[config.mk]
export PLATFORM = sky130hd
export DESIGN_NAME = halt_ctrl
export DESIGN_NICKNAME = d
export VERILOG_FILES = /design/src/rtl/halt_ctrl_pkg.sv /design/src/rtl/halt_ctrl_prio_enc.sv /design/src/rtl/halt_ctrl.sv
export SDC_FILE = /design/constraint.sdc
export NUM_CORES = 1
export LEC_CHECK = 0
export CAP_MARGIN = 0
export CORE_MARGIN = 1.5
export CORE_UTILIZATION = 26
export CTS_CLUSTER_SIZE = 8
export DETAILED_ROUTE_END_ITERATION = 8
export GPL_ROUTABILITY_DRIVEN = 0
export PLACE_DENSITY_LB_ADDON = 0.08
export SETUP_SLACK_MARGIN = 0.02
export SKIP_LAST_GASP = 1
export SLEW_MARGIN = 20
export SYNTH_ARGS = -nofsm -noshare
export SYNTH_HDL_FRONTEND = slang
export SYNTH_HIERARCHICAL = 1
export SYNTH_SLANG_ARGS = --single-unit
[constraint.sdc]
create_clock -name clk -period 4.3 [get_ports clk]
set_input_delay 0.86 -clock clk [delete_from_list [all_inputs] [get_ports clk]]
set_output_delay 0.86 -clock clk [all_outputs]
set_load 0.1 [all_outputs]
[src/rtl/halt_ctrl_pkg.sv]
// Shared definitions for the MIX run/halt controller: FSM state encoding and halt-source indices.
package halt_ctrl_pkg;

  typedef enum logic [2:0] {
    StIdle  = 3'd0,
    StRun   = 3'd1,
    StStep  = 3'd2,
    StPause = 3'd3,
    StHalt  = 3'd4
  } state_e;

  localparam int unsigned SrcHlt    = 0;
  localparam int unsigned SrcFault  = 1;
  localparam int unsigned SrcOpstop = 2;
  localparam int unsigned SrcIo     = 3;

  // State entered when a go is accepted.
  function automatic state_e start_state(input logic step_mode);
    return step_mode ? StStep : StRun;
  endfunction

endpackage

[src/rtl/halt_ctrl_prio_enc.sv]
// Combinational lowest-set-bit encoder; returns 0 when no bit is set.
module prio_enc #(
  parameter int unsigned N = 4,
  parameter int unsigned W = 2
) (
  input  logic [N-1:0] req,
  output logic [W-1:0] idx
);

  always_comb begin
    idx = '0;
    // Scan downward so the lowest set bit is the last one written.
    for (int i = int'(N) - 1; i >= 0; i--) begin
      if (req[i]) idx = W'(i);
    end
  end

endmodule

[src/rtl/halt_ctrl.sv]
// Run/halt controller for the MIX core: sticky halt causes, operator resume,
// single-step mode, and saturating retired-instruction / halt counters.
module halt_ctrl
  import halt_ctrl_pkg::*;
#(
  parameter int unsigned NSRC  = 4,
  parameter int unsigned CNT_W = 16,
  parameter int unsigned ID_W  = 2
) (
  input  logic             clk,
  input  logic             rst,
  input  logic [NSRC-1:0]  halt_req,
  input  logic             go,
  input  logic             step_mode,
  input  logic             instr_done,
  output logic             run,
  output logic             halted,
  output logic [NSRC-1:0]  cause,
  output logic [ID_W-1:0]  cause_id,
  output logic [CNT_W-1:0] instr_cnt,
  output logic [CNT_W-1:0] halt_cnt
);

  state_e           state, state_nxt;
  logic [NSRC-1:0]  cause_nxt;
  logic [ID_W-1:0]  cause_id_nxt;
  logic             any_req;
  logic             enter_halt;

  assign any_req = |halt_req;

  always_comb begin
    state_nxt  = state;
    cause_nxt  = cause;
    enter_halt = 1'b0;
    unique case (state)
      StIdle: begin
        if (go) state_nxt = start_state(step_mode);
      end
      StRun: begin
        if (any_req) enter_halt = 1'b1;
      end
      StStep: begin
        if (any_req)         enter_halt = 1'b1;
        else if (instr_done) state_nxt  = StPause;
      end
      StPause: begin
        if (any_req) enter_halt = 1'b1;
        else if (go) state_nxt  = start_state(step_mode);
      end
      StHalt: begin
        // A go that coincides with a new request is dropped; the request still joins cause.
        if (go && !any_req) begin
          cause_nxt = '0;
          state_nxt = start_state(step_mode);
        end else begin
          cause_nxt = cause | halt_req;
        end
      end
      default: state_nxt = StIdle;
    endcase
    if (enter_halt) begin
      state_nxt = StHalt;
      cause_nxt = halt_req;
    end
  end

  // Encode the next cause so cause_id is registered alongside cause.
  prio_enc #(
    .N(NSRC),
    .W(ID_W)
  ) u_prio_enc (
    .req(cause_nxt),
    .idx(cause_id_nxt)
  );

  always_ff @(posedge clk or posedge rst) begin
    if (rst) begin
      state    <= StIdle;
      run      <= 1'b0;
      halted   <= 1'b0;
      cause    <= '0;
      cause_id <= '0;
    end else begin
      state    <= state_nxt;
      run      <= (state_nxt == StRun) || (state_nxt == StStep);
      halted   <= (state_nxt == StHalt);
      cause    <= cause_nxt;
      cause_id <= cause_id_nxt;
    end
  end

  always_ff @(posedge clk or posedge rst) begin
    if (rst) begin
      instr_cnt <= '0;
      halt_cnt  <= '0;
    end else begin
      if (instr_done && (instr_cnt != {CNT_W{1'b1}})) instr_cnt <= instr_cnt + 1'b1;
      if (enter_halt && (halt_cnt != {CNT_W{1'b1}}))  halt_cnt  <= halt_cnt + 1'b1;
    end
  end

endmodule

==> results of run 1 <==
-- cell families after synthesis --
| kind of cell | after synthesis | share of synthesized area |
|---|---|---|
| AND/OR/NAND/NOR | 75 | 0.203 |
| flip-flops | 43 | 0.495 |
| AO/OA/AOI/OAI | 39 | 0.131 |
| XOR/XNOR | 22 | 0.0887 |
| buffers and inverters | 11 | 0.0236 |
| multiplexers | 9 | 0.0461 |
| adder cells (fa/ha/maj) | 2 | 0.0115 |
-- worst max path at each step --
stage,start,endpoint,slack [ns]
2_1_floorplan,halt_cnt[0],halt_cnt[14],1.92
4_1_cts,instr_cnt[2],instr_cnt[2],1.49
3_3_place_gp,halt_req[0],cause_id[0],1.26
6_report,instr_cnt[2],instr_cnt[2],1.50
3_5_place_dp,halt_req[0],cause_id[0],1.23
5_1_grt,halt_req[0],cause_id[1],1.42
-- sequential cells by signal, indices dropped and copies added (netlist names) --
name and count:
halt_cnt 16, instr_cnt 16, cause 4, state 3
cause_id 2, halted 1, run 1
-- report_power, final --
| part | internal [uW] | switching [uW] | total [uW] |
|---|---|---|---|
| registers | 504 | 134 | 638 |
| logic | 297 | 855 | 1150 |
| clock network | 188 | 145 | 333 |
| total | 989 | 1130 | 2120 |
-- cell type report --
cell class              instances  share of cell area
flip-flops and latches         43               0.373
multi-input cells             147               0.362
repair buffers                 49               0.169
well taps                     105              0.0456
clock buffers                   6              0.0286
clock inverters                 2              0.0121
inverters                       7             0.00911
-- per-layer routing --
layer	routed length, um	global-route usage	vias up
li1	-	-	849
met4	91	0.0485	0
met3	213	0.0266	10
met5	0	0	-
met1	2400	0.165	823
met2	2210	0.183	38
-- cells in the mapped netlist (2+ instances only) --
| cell | number | area, um2 |
|---|---|---|
| dfrtp_1 | 43 | 1080 |
| xnor2_1 | 20 | 175 |
| nand2_1 | 13 | 48.8 |
| nand3_1 | 12 | 60.1 |
| nand4_1 | 10 | 62.6 |
| o21ai_0 | 10 | 50.1 |
| nor3_1 | 9 | 45.0 |
| mux2_2 | 8 | 90.1 |
| nor2_1 | 8 | 30.0 |
| and3_1 | 7 | 43.8 |
| inv_1 | 7 | 26.3 |
| o211ai_1 | 7 | 52.6 |
| and4_1 | 6 | 52.6 |
| a21oi_1 | 5 | 25.0 |
| a221oi_2 | 3 | 45.0 |
| a31oi_1 | 3 | 18.8 |
| and2_1 | 3 | 18.8 |
| o2111ai_1 | 3 | 26.3 |
| buf_2 | 2 | 10.0 |
| buf_4 | 2 | 15.0 |
| ha_1 | 2 | 25.0 |
| nand2b_1 | 2 | 12.5 |
| nor4_4 | 2 | 42.5 |
| xor2_1 | 2 | 17.5 |
-- metrics by stage --
stage / worst slack [ns] / power (uW) / std cells / utilization
6_report: 1.50 / 2120 / 359 / 0.355
3_3_place_gp: 1.26 / 1810 / 351 / 0.340
2_1_floorplan: 1.92 / 1540 / 201 / -
5_1_grt: 1.42 / 2240 / 359 / 0.355
3_5_place_dp: 1.23 / 1800 / 351 / 0.340
4_1_cts: 1.49 / 2140 / 359 / 0.355
==> results.py, run 1 <==
metrics = {
    "clock_network": {
        "cts_buffers": 5,
        "clkLatencyLatePin_ns": 0.29,
        "root_buffer": "clkbuf_8",
        "cts_hold_buffers": 0,
        "clockBufferDepth": 2,
        "cts-resized-gates": 0,
        "clock-sinks": 43,
        "htreeDepth": 2,
        "cts_setup_buffers": 0,
        "clk_pin_slew_worst_paths_ns": 0.09,
        "cts_tree": "built",
    },
    "synth": {
        "synth.yosys.seq_area_share": 0.495,
        "synthFlopType": "dfrtp_1",
        "yosys_register_bits": 43,
        "syn_avg_cell_area_um2": 10.8,
        "syn_inst": 201,
        "synth_area_um2": 2170,
        "ys_types": 36,
        "synth_edf_count": 0,
        "syn-num-nets": 212,
        "ys_warn_count": 6,
        "async_reset_ff_frac": 1.00,
    },
    "setup_path": {
        "worst-path-stages": 1,
        "arrival_ns": 1.94,
        "start_kind": "flop",
        "crit_chain": "clkdlybuf4s50_1",
        "cpPeakStageDelay_ns": 1.17,
        "path_class": "reg -> out",
        "path_buf_inv": 1,
        "required_ns": 3.44,
        "cp-end-kind": "output pin",
        "rr_worst_depth": 6,
        "crit_family": "buffers and inverters",
        "timing.rr.start": "state[1]",
        "reg2reg_to": "cause_id[0]",
        "r2r_setup_slack_ns": 2.16,
        "path_max_fanout": 6,
        "cp_slowest_cell": "clkdlybuf4s50_1",
    },
    "floorplan": {
        "row_count": 33,
        "core_um2": 8130,
        "start_util": 0.267,
        "dieArea_um2": 8910,
        "fp.dieW_um": 94.4,
        "die_h_um": 94.4,
        "num_io_pins": 49,
    },
    "sta": {
        "setup_viol": 0,
        "fin_setup_tns_ns": 0,
        "slew_headroom": 0.344,
        "finalCritPeriodShare": 0.652,
        "hold_viol": 0,
        "slew_violations": 0,
        "max_clock_freq_mhz": 357,
        "timing.hold.ws_ns": 0.496,
        "skew_ns": 0.00389,
        "min_period_ns": 2.80,
        "tightest_slew_ns": 0.981,
        "rsz0062_at_grt": "false",
    },
    "routing": {
        "vias": 1720,
        "ant_nets": 0,
        "remaining_drc_errors": 0,
        "first_pass_iters": 4,
        "wire_per_inst_um": 13.7,
        "viasPerCell": 4.79,
        "routed_wl_mm": 4.92,
        "drtIter0Drc": 66,
    },
    "place": {
        "placement.io_buffers": 48,
        "dp_hpwl_mm": 3.47,
        "dpl_cell_area_um2": 2770,
    },
    "hold_path": {
        "worstHoldStart": "instr_cnt[9]",
        "hold_end": "instr_cnt[9]",
        "hold_depth": 1,
        "hold_class": "reg -> reg",
    },
    "grt": {
        "grt_pass1_wl_mm": 8.26,
        "antenna_found_initial": 0,
        "grt_pass1_vias": 1661,
        "grt_max_degree": 44,
        "gr-total-overflow": 0,
        "grtUsageTotal": 0.120,
    },
    "final_layout": {
        "fin_nets": 264,
        "regArea_um2": 1080,
        "layout_commonest_cell": "clkdlybuf4s50_1",
        "drive_gt1_frac": 0.110,
        "multi_input_area_um2": 1040,
        "fillerInstances": 805,
        "most-common-layout-cells": "clkdlybuf4s50_1, dfrtp_1, xnor2_1, nand2_1, nand3_1",
        "n_antenna_cell": 0,
        "syn_to_final_growth_pct": 32.8,
        "final_area_um2": 2880,
    },
    "status": {
        "status": "finished, final reports clean",
    },
    "pwr": {
        "vdd.ir_drop.worst_v": 0.000540,
        "powerDensity_nw_per_um2": 736,
        "p_leak_uw": 0.00116,
    },
    "flow_run": {
        "maxCapViolations": 0,
    },
}
(Power assumes the default switching activity.)
==> run 2, diff against run 1 <==
clock period = 2.9 ns   (was 4.3 ns; I/O delays follow)
==> run 2 against run 1 <==
  * Flip-flop and latch count stayed put
  * Power rose by 42%
  * Worst setup slack lost 0.67 ns
  * Clock-buffer cell count is the same
  * Via count did not move
==> results.py, run 2 (same netlist as run 1, synthesis figures left out) <==
metrics = {
    "status": {
        "status": "finished, final reports clean",
    },
    "clock_network": {
        "cts_hold_buffers": 0,
        "htreeDepth": 2,
        "cts_buffers": 5,
        "clock-sinks": 43,
        "cts-resized-gates": 0,
        "cts_tree": "built",
        "clk_pin_slew_worst_paths_ns": 0.08,
        "root_buffer": "clkbuf_8",
        "clockBufferDepth": 2,
        "cts_setup_buffers": 0,
        "clkLatencyLatePin_ns": 0.29,
    },
    "sta": {
        "setup_viol": 0,
        "slew_headroom": 0.617,
        "hold_viol": 0,
        "skew_ns": 0.00827,
        "min_period_ns": 2.07,
        "fin_setup_tns_ns": 0,
        "tightest_slew_ns": 0.575,
        "slew_violations": 0,
        "max_clock_freq_mhz": 482,
        "timing.hold.ws_ns": 0.498,
        "rsz0062_at_grt": "false",
        "finalCritPeriodShare": 0.715,
    },
    "grt": {
        "grt_pass1_vias": 1631,
        "antenna_found_initial": 0,
        "grtUsageTotal": 0.122,
        "grt_pass1_wl_mm": 8.34,
        "grt_max_degree": 44,
        "gr-total-overflow": 0,
    },
    "final_layout": {
        "fin_nets": 268,
        "fillerInstances": 830,
        "layout_commonest_cell": "buf_4",
        "drive_gt1_frac": 0.276,
        "reg_top3": "halt_cnt x16, instr_cnt x16, cause x4",
        "n_antenna_cell": 0,
        "syn_to_final_growth_pct": 28.2,
        "most-common-layout-cells": "buf_4, dfrtp_1, xnor2_1, nand2_1, nand3_1",
    },
    "routing": {
        "wire_per_inst_um": 13.7,
        "viasPerCell": 4.75,
        "ant_nets": 0,
        "drtIter0Drc": 63,
        "vias": 1720,
        "remaining_drc_errors": 0,
        "routed_wl_mm": 4.97,
        "first_pass_iters": 4,
    },
    "hold_path": {
        "hold_class": "reg -> reg",
    },
    "place": {
        "placement.io_buffers": 48,
        "dp_hpwl_mm": 3.61,
    },
    "flow_run": {
        "maxCapViolations": 0,
    },
    "floorplan": {
        "die_h_um": 94.4,
        "core_um2": 8130,
        "fp.dieW_um": 94.4,
        "row_count": 33,
        "dieArea_um2": 8910,
        "start_util": 0.267,
        "num_io_pins": 49,
    },
    "setup_path": {
        "cp-end-kind": "flop",
        "arrival_ns": 2.25,
        "path_max_fanout": 9,
        "start_kind": "input port",
        "path_class": "in -> reg",
        "required_ns": 3.08,
    },
    "pwr": {
        "vdd.ir_drop.worst_v": 0.000641,
        "powerDensity_nw_per_um2": 1080,
        "p_leak_uw": 0.00122,
    },
}
## run 2: cell count changes in the layout (fill, tap and decap cells not counted)
| cell | before | now |
|---|---|---|
| buf_4 | 1 | 45 |
| bufinv_16 | 1 | 0 |
| clkdlybuf4s50_1 | 48 | 8 |
## run 2: metrics by stage
stage / std cells / setup slack, ns / area, um2 / utilization / total power (uW)
2_1_floorplan: 201 / 0.523 / 2170 / - / 2290
3_3_place_gp: 355 / 0.538 / 2700 / 0.331 / 2660
3_5_place_dp: 355 / 0.500 / 2700 / 0.331 / 2650
4_1_cts: 362 / 0.820 / 2780 / 0.342 / 3050
5_1_grt: 362 / 0.733 / 2780 / 0.342 / 3200
6_report: 362 / 0.826 / 2780 / 0.342 / 3010
## run 2: layout make-up
class                   count  area [um2]  area share
inverters                   7        26.3     0.00944
clock inverters             1        5.00     0.00180
multi-input cells         147        1040       0.375
well taps                 105         131      0.0472
flip-flops and latches     43        1080       0.387
clock buffers               6        82.6      0.0297
repair buffers             53         418       0.150
## run 2: report_power, final
group / switching [uW] / internal (uW) / total, uW
combinational: 1270 / 407 / 1680
clock: 199 / 187 / 386
sequential: 199 / 747 / 946
total: 1670 / 1340 / 3010
## run 2: layer usage
metal  part of all wire  global-route usage  up-vias
met5                  0                   0        -
met4              0.015              0.0448        0
met3              0.059              0.0354        5
met2               0.44               0.179       53
met1               0.49               0.169      804
li1                   -                   -      858
## run 2: path summary, 6_finish.rpt
path | startpoint | endpoint | slack [ns] | cells after the start
worst max-delay path | halt_req[1] | halt_cnt[14] | 0.83 | 7
worst min-delay path | instr_cnt[9] | instr_cnt[9] | 0.50 | 1
worst max register to register | halt_cnt[0] | halt_cnt[1] | 1.01 | 5
worst min register to register | instr_cnt[9] | instr_cnt[9] | 0.50 | 1
max in group asynchronous | rst | instr_cnt[0] | 1.79 | 3
min in group asynchronous | rst | state[2] | 0.72 | 3
## run 2: worst max-delay path, stage by stage
cell	delay, ns
clkdlybuf4s50_1	0.47
nor4_4	0.29
buf_4	0.22
nor4_2	0.06
buf_4	0.19
nand4_1	0.10
mux2_2	0.33
==> run 3, diff against run 2 <==
clock period = 1.75 ns   (was 2.9 ns; I/O delays follow)
==> run 3 against run 2 <==
  * Flip-flop and latch count unchanged
  * Global-route usage up 0.60 points
  * Sequential share of layout area down 6.3 points
  * Power up 100%
  * Utilization up 11 points
  * Cell area up 31%
  * Critical endpoint is now halt_cnt[9]
==> results.py, run 3 (same netlist as run 1, synthesis figures left out) <==
metrics = {
    "floorplan": {
        "start_util": 0.267,
        "row_count": 33,
        "fp.dieW_um": 94.4,
        "die_h_um": 94.4,
        "core_um2": 8130,
        "dieArea_um2": 8910,
        "num_io_pins": 49,
    },
    "final_layout": {
        "fillerInstances": 758,
        "n_antenna_cell": 0,
        "syn_to_final_growth_pct": 67.7,
        "multi_input_area_um2": 1120,
        "fin_nets": 288,
        "stdcell_count": 383,
        "layout_commonest_cell": "buf_12",
        "regArea_um2": 1180,
        "drive_gt1_frac": 0.489,
        "most-common-layout-cells": "buf_12, dfrtp_4, buf_4, xnor2_1, nand2_1",
        "reg_top3": "halt_cnt x16, instr_cnt x16, cause x4",
    },
    "clock_network": {
        "clockBufferDepth": 2,
        "cts_buffers": 5,
        "htreeDepth": 2,
        "cts_hold_buffers": 0,
        "clkLatencyLatePin_ns": 0.30,
        "clk_pin_slew_worst_paths_ns": 0.09,
        "root_buffer": "clkbuf_8",
        "cts_tree": "built",
        "clock-sinks": 43,
    },
    "setup_path": {
        "r2r_setup_slack_ns": 0.1,
        "path_buf_inv": 3,
        "start_kind": "input port",
        "cp-end-kind": "flop",
        "cp_common_cell": "nor4_4",
        "required_ns": 1.93,
        "crit_chain": "dlygate4sd2_1, nor4_4, buf_6, nor4_4, buf_4, nand3_1, mux2_2",
        "arrival_ns": 1.83,
        "path_max_fanout": 6,
        "crit_family": "buffers and inverters",
        "path_class": "in -> reg",
        "cp_slowest_cell": "nor4_4",
        "cpPeakStageDelay_ns": 0.40,
    },
    "pwr": {
        "seqPwrFrac": 0.276,
        "clkPwrFrac": 0.132,
        "powerDensity_nw_per_um2": 1690,
        "switching_share": 0.484,
        "switchingPower_uw": 2980,
        "combPwrFrac": 0.592,
        "vdd.ir_drop.worst_v": 0.00144,
        "p_leak_uw": 0.00145,
        "intPower_uw": 3180,
    },
    "sta": {
        "rsz0062_at_grt": "true",
        "skew_ns": 0.00934,
        "slew_violations": 0,
        "setup_viol": 0,
        "hold_viol": 0,
        "timing.hold.ws_ns": 0.399,
        "min_period_ns": 1.65,
        "fin_setup_tns_ns": 0,
        "max_clock_freq_mhz": 606,
        "slew_headroom": 0.767,
        "finalCritPeriodShare": 0.943,
        "tightest_slew_ns": 0.347,
    },
    "grt": {
        "antenna_found_initial": 0,
        "grt_pass1_wl_mm": 8.98,
        "grt_max_degree": 23,
        "gr-total-overflow": 0,
        "grtUsageTotal": 0.128,
        "grt_pass1_vias": 1812,
    },
    "place": {
        "placement.io_buffers": 48,
        "dp_hpwl_mm": 3.98,
        "dp_cells": 374,
    },
    "status": {
        "status": "finished, final reports clean",
    },
    "routing": {
        "viasPerCell": 4.78,
        "vias": 1832,
        "first_pass_iters": 4,
        "routed_wl_mm": 5.18,
        "drtIter0Drc": 38,
        "wire_per_inst_um": 13.5,
        "ant_nets": 0,
        "remaining_drc_errors": 0,
    },
    "hold_path": {
        "hold_class": "in -> async",
    },
    "flow_run": {
        "maxCapViolations": 0,
    },
}
==> run 3: cell count changes in the layout (fill, tap and decap cells not counted), moves of 3 or more <==
| cell | previous run | this run |
|---|---|---|
| buf_12 | 0 | 40 |
| buf_4 | 45 | 24 |
| clkdlybuf4s50_1 | 8 | 4 |
| dfrtp_1 | 43 | 8 |
| dfrtp_2 | 0 | 11 |
| dfrtp_4 | 0 | 24 |
| dlygate4sd2_1 | 0 | 3 |
==> run 3: worst reg2reg max path, delay by kind of cell, from the launching register on <==
kind	cells	cell delay, ns
AOI/OAI and AO/OA	2	0.29
buffers and inverters	2	0.36
DFF	1	0.46
and+or+nand+nor	2	0.42
==> run 3: per-stage QoR <==
step	setup slack (ns)	instance area (um2)	total power (uW)	utilization
6_report	0.100	3640	6170	0.448
5_1_grt	-0.00494	3640	6470	0.448
4_1_cts	0.0241	3630	6220	0.446
3_5_place_dp	-0.446	3500	5370	0.430
3_3_place_gp	-0.422	3500	5350	0.430
2_1_floorplan	-0.0848	2330	3950	-
==> run 3: routing by layer <==
| layer | track usage | up-vias | routed length (um) |
|---|---|---|---|
| li1 | - | 898 | - |
| met4 | 0.0410 | 0 | 66 |
| met1 | 0.181 | 894 | 2500 |
| met2 | 0.194 | 35 | 2420 |
| met5 | 0 | - | 0 |
| met3 | 0.0282 | 5 | 185 |
==> run 3: cell type report <==
cell class	instances	share of cell area
sequential	43	0.324
multi-input combinational	147	0.306
timing repair buffer	73	0.294
tap	105	0.0361
clock buffer	6	0.0227
clock inverter	2	0.00962
inverter	7	0.00721
==> run 3: power groups by stage <==
stage | logic, uW | clock network (uW) | registers [uW]
global route | 3830 | 879 | 1760
detailed placement | 3650 | 0 | 1720
floorplan | 837 | 0 | 3120
CTS | 3660 | 855 | 1710
global placement | 3630 | 0 | 1720
finish | 3650 | 813 | 1700
==> run 3: worst paths after layout <==
| check | startpoint | endpoint | cells past startpoint |
|---|---|---|---|
| max | halt_req[0] | halt_cnt[9] | 7 |
| min in group clk | halt_req[2] | cause[2] | 3 |
| min | rst | instr_cnt[8] | 3 |
| max reg2reg | state[0] | halt_cnt[10] | 6 |
| max in group asynchronous | rst | instr_cnt[1] | 3 |
| min reg2reg | halt_cnt[3] | halt_cnt[3] | 1 |
==> run 3: repair_timing <==
action / 4_1_cts / 5_1_grt
gates resized for setup: 5 / 4
pin swaps: 1 / 2
setup endpoints to repair: 14 / 11
setup buffers: 1 / 0
==> variant 1 (settings of run 2) <==
The parameter `ID_W` goes from 2 to 4.
--- a/src/rtl/halt_ctrl.sv
+++ b/src/rtl/halt_ctrl.sv
@@ -6,5 +6,5 @@
   parameter int unsigned NSRC  = 4,
   parameter int unsigned CNT_W = 16,
-  parameter int unsigned ID_W  = 2
+  parameter int unsigned ID_W  = 4
 ) (
   input  logic             clk,
Interface: changed (resized cause_id); port bits go from 49 to 51. The function was not compared with the original's and may differ.
==> variant 1 against run 2 <==
  * Fmax fell by 10%
  * Area after synthesis fell by 0.17%
  * Sequential cell count rose by 2
  * Routed wire length fell by 2.7%
  * Cell area fell by 0.36%
  * Total power rose by 3.4%
  * Worst setup slack got worse by 0.24 ns
  * Die area fell by 0.17%
  * Clock skew rose by 0.0011 ns
  * Count of clock-buffer cells in the layout rose by 1
  * Non-clock buffer count fell by 1
  * Global-route usage fell by 0.63 points
  * Critical path type unchanged
  * Largest cell class unchanged
==> variant 1: results (changes against run 2) <==
[status]
status = completed

[finish]
drive_gt1_share_pct = 26.17  ; -1.5 points
seqCellArea_um2 = 1126  ; +4.7%
top_regs = halt_cnt (16), instr_cnt (16)
nNetsFinal = 266  ; -0.75%
fill_cells = 820  ; -1.2%

[logic_synthesis]
yosys-top-cells-area = dfrtp_1, xnor2_1, nand3_1
ys_types = 37  ; +2.8%
synth_commonest_cells = dfrtp_1, xnor2_1, nand3_1
syn_inst = 201  ; unchanged
synth_top_family_by_area = simple AND/OR/NAND/NOR gates
synth_xor_xnor_area_share_pct = 9.694  ; +0.82 points
yosys.area_share.adder_pct = 1.154  ; +0.0020 points
async_reset_ff_share_pct = 100.0  ; unchanged
ys_seq_area_share_pct = 51.93  ; +2.4 points
ys_warn_count = 6  ; unchanged
synth_compound_area_share_pct = 10.44  ; -2.7 points
synthMuxAreaShare_pct = 3.116  ; -1.5 points

[min_path]
hold_start = instr_cnt[14]
worstHoldPathCells = 1  ; unchanged
hold_end = instr_cnt[14]

[routing]
drtIter0Drc = 54  ; -14%
wl_met2_um = 2286  ; +4.5%
wl_met1_um = 2303  ; -4.7%
vias_per_cell = 4.618  ; -2.8%
route.met3.wl_um = 195  ; -33%
wl_per_cell_um = 13.39  ; -2.4%
routed-via-count = 1667  ; -3.1%

[global_route]
grt_pass1_wl_um = 7962  ; -4.6%
antenna_found_initial = 0  ; unchanged
grt_max_degree = 27  ; -39%
grt_use_total_pct = 11.57  ; -0.63 points
grt_pass1_vias = 1621  ; -0.61%

[clocking]
h-tree-depth = 2  ; unchanged
cts.path.max_buffers = 2  ; unchanged
cts_resized = 0  ; unchanged

[pwr]
swShare_pct = 55.26  ; -0.22 points
p_leak_nw = 1.228  ; +0.44%
peakVddDrop_uv = 688.6  ; +7.5%

[critical_path]
rrSetupSlack_ns = 0.88  ; -0.13 ns
reg2reg_depth = 5  ; unchanged
arrival_ns = 2.53  ; +0.28 ns
cp_max_fo = 8  ; -1
timing.rr.start = halt_cnt[0]
worstSetupStartpoint = halt_req[0]

[sta]
max_freq_mhz = 432.4  ; -10%
skew_ns = 0.009363  ; +0.001094 ns
slew_headroom_pct = 61.97  ; +0.30 points
worst_hold_slack_ns = 0.4971  ; -0.0009860 ns

[placement]
dpl_cell_area_um2 = 2673  ; -0.88%
io_buffers = 50  ; +4.2%
dp.cells = 353  ; -0.56%
post-place-ws_ns = 0.2658  ; -0.2343 ns
hpwl_um = 3531  ; -2.1%

variant 1: power by group through the flow:
stage	logic [mW]	registers [mW]	clock network (mW)
CTS	1.72	0.983	0.449
finish	1.70	0.983	0.430
global placement	1.71	0.997	0
global route	1.80	1.01	0.484
floorplan	0.457	1.90	0
detailed placement	1.72	0.994	0
variant 1: cell type report:
class	instances	area share, %
clock buffer	7	3.473
clock inverter	1	0.1804
inverter	4	0.5413
multi-input combinational	147	35.68
sequential	45	40.60
tap	105	4.736
timing repair buffer	52	14.79
variant 1: worst max-delay path, cell delays in order:
cell and delay, ns:
clkdlybuf4s50_1 0.46, nor4_4 0.50, or3_4 0.26, a21oi_1 0.08
a221oi_1 0.38, nand2b_1 0.13, a21oi_2 0.14
variant 1: how the worst max path moves through the flow:
stage	endpoint	depth (start not counted)
after floorplan	instr_cnt[1]	5
after detailed placement	cause_id[0]	7
after global routing	cause_id[0]	7
after global placement	cause_id[0]	7
after CTS	cause_id[0]	7
final	cause_id[0]	7
variant 1: kinds of logic after synthesis:
| kind of cell | count (synthesis) |
|---|---|
| adders and majority gates | 2 |
| other | 1 |
| DFF | 45 |
| buffers and inverters | 10 |
| and+or+nand+nor | 81 |
| xor gates and xnor gates | 24 |
| AOI/OAI and AO/OA | 32 |
| muxes | 6 |
variant 1: routing by layer:
layer	vias to the layer above	GRT usage, %
li1	830	-
met3	4	2.994
met1	796	14.97
met4	0	3.856
met5	-	0
met2	37	18.76
==> variant 2 (config.mk and constraints of run 2) <==
Made on the original files. The output `cause_id` loses its register stage (`cause_id` becomes a continuous assignment). Comments in the files are not updated.
--- a/src/rtl/halt_ctrl.sv
+++ b/src/rtl/halt_ctrl.sv
@@ -81,5 +81,4 @@
       halted   <= 1'b0;
       cause    <= '0;
-      cause_id <= '0;
     end else begin
       state    <= state_nxt;
@@ -87,7 +86,8 @@
       halted   <= (state_nxt == StHalt);
       cause    <= cause_nxt;
-      cause_id <= cause_id_nxt;
     end
   end
+
+  assign cause_id = cause_id_nxt;
 
   always_ff @(posedge clk or posedge rst) begin
Check against the original RTL: not equivalent (a bounded check fails within 4 cycles, from zero or initial values and one cycle with rst high).
==> variant 2 against run 2 <==
  * Worst setup slack got worse by 0.67 ns
  * Hold slack improved by 0.014 ns
  * Non-clock buffer count increased by 4
  * Register-to-register slack got worse by 0.06 ns
  * Cell area is 0.81% higher
  * Sequential cell count decreased by 2
  * Area after synthesis decreased by 3.9%
  * Routed wire length increased by 0.66%
  * Critical path type is now in2out
  * Critical endpoint is now cause_id[1]
Power is left out: the tool's default activity adds up to more than one toggle a clock period on the data nets, which glitch-free logic cannot reach.
==> variant 2: results (changes against run 2) <==
[critical_path]
arrival_ns = 2.17  ; -0.08 ns
cp_max_fo = 4  ; -5
timing.rr.start = state[1]
critical_path.max_stage_delay_ns = 0.29  ; -0.18 ns
cpMaxStageDelayCell = nor4_4
crit_family = buffers and inverters
worstSetupStartpoint = halt_req[0]

[logic_synthesis]
ys_types = 38  ; +5.6%
syn_inst = 209  ; +4.0%
syn-num-nets = 220  ; +3.8%
synth_commonest_cells = dfrtp_1, nand2_1, xor2_1
async_reset_ff_share_pct = 100.0  ; unchanged
ys_seq_area_share_pct = 49.13  ; -0.41 points
yosys-top-cells-area = dfrtp_1, xor2_1, nand2_1

[clocking]
cts.clk_slew.worst_paths_ns = 0.08  ; about the same
post_cts_buffers = 1  ; +1
cts.path.max_buffers = 2  ; unchanged
cts_hold_buffers = 0  ; unchanged
numCtsBuffers = 5  ; unchanged
h-tree-depth = 2  ; unchanged
cts_resized = 8  ; +8
cts.root.buffer_cell = clkbuf_8

[finish]
num_antenna_cells = 0  ; unchanged
nNetsFinal = 278  ; +3.7%
fill_cells = 819  ; -1.3%
multiInputGateArea_um2 = 1065  ; +1.9%
top_regs = halt_cnt (16), instr_cnt (16), cause (4)
drive_gt1_share_pct = 28.09  ; +0.46 points

[global_route]
use_met3_pct = 3.038  ; -0.50 points
antenna_found_initial = 0  ; unchanged
grt_max_degree = 42  ; -4.5%
grt_use_total_pct = 12.26  ; +0.054 points
groute.layer.met1.usage_pct = 15.76  ; -1.2 points
grt_pass1_vias = 1717  ; +5.3%
grt_use_met2_pct = 20.22  ; +2.3 points
grt_pass1_wl_um = 8259  ; -0.99%

[placement]
hpwl_um = 3572  ; -0.99%
post-place-ws_ns = -0.2029  ; -0.7030 ns
dpl_cell_area_um2 = 2699  ; about the same
dp.cells = 361  ; +1.7%
io_buffers = 48  ; unchanged

[routing]
drt-total-wl_um = 5003  ; +0.66%
dr.pass1.iters = 4  ; unchanged
drtIter0Drc = 44  ; -30%
wl_met2_um = 2359  ; +7.9%
vias_per_cell = 4.759  ; +0.16%
route.met3.wl_um = 189  ; -35%
wl_met1_um = 2415  ; about the same
routed-via-count = 1756  ; +2.1%

[min_path]
worstHoldPathType = reg2reg
hold_start = instr_cnt[9]

[sta]
setup_viol = 0  ; unchanged
slew_headroom_pct = 44.22  ; -17 points
skew_ns = 0.005570  ; -0.002699 ns

[flow_run]
drv_cap = 0  ; unchanged

[status]
status = completed

-- variant 2: final cells by class --
type	count	area share, %
Multi-Input combinational cell	154	37.94
Sequential cell	41	36.56
Timing Repair Buffer	57	16.67
Tap cell	102	4.547
Clock buffer	6	2.942
Inverter	8	1.070
Clock inverter	1	0.2675
-- variant 2: logic make-up after synthesis --
group           count (synthesis)  synth area share (%)
flops                          41                 49.13
mux                             9                 4.733
simple gates                   89                 23.43
fa+ha+maj                       2                 1.198
buf+inv                        14                 2.636
xor+xnor                       20                 8.388
compound gates                 34                 10.49
-- variant 2: path summary, 6_finish.rpt --
| kind | to | slack [ns] | cells after the start |
|---|---|---|---|
| min reg2reg | instr_cnt[9] | 0.51 | 1 |
| max in group asynchronous | state[1] | 1.80 | 3 |
| min in group asynchronous | halt_cnt[13] | 0.73 | 3 |
| max | cause_id[1] | 0.15 | 9 |
| max reg2reg | halt_cnt[11] | 0.95 | 4 |
| min | instr_cnt[9] | 0.51 | 1 |
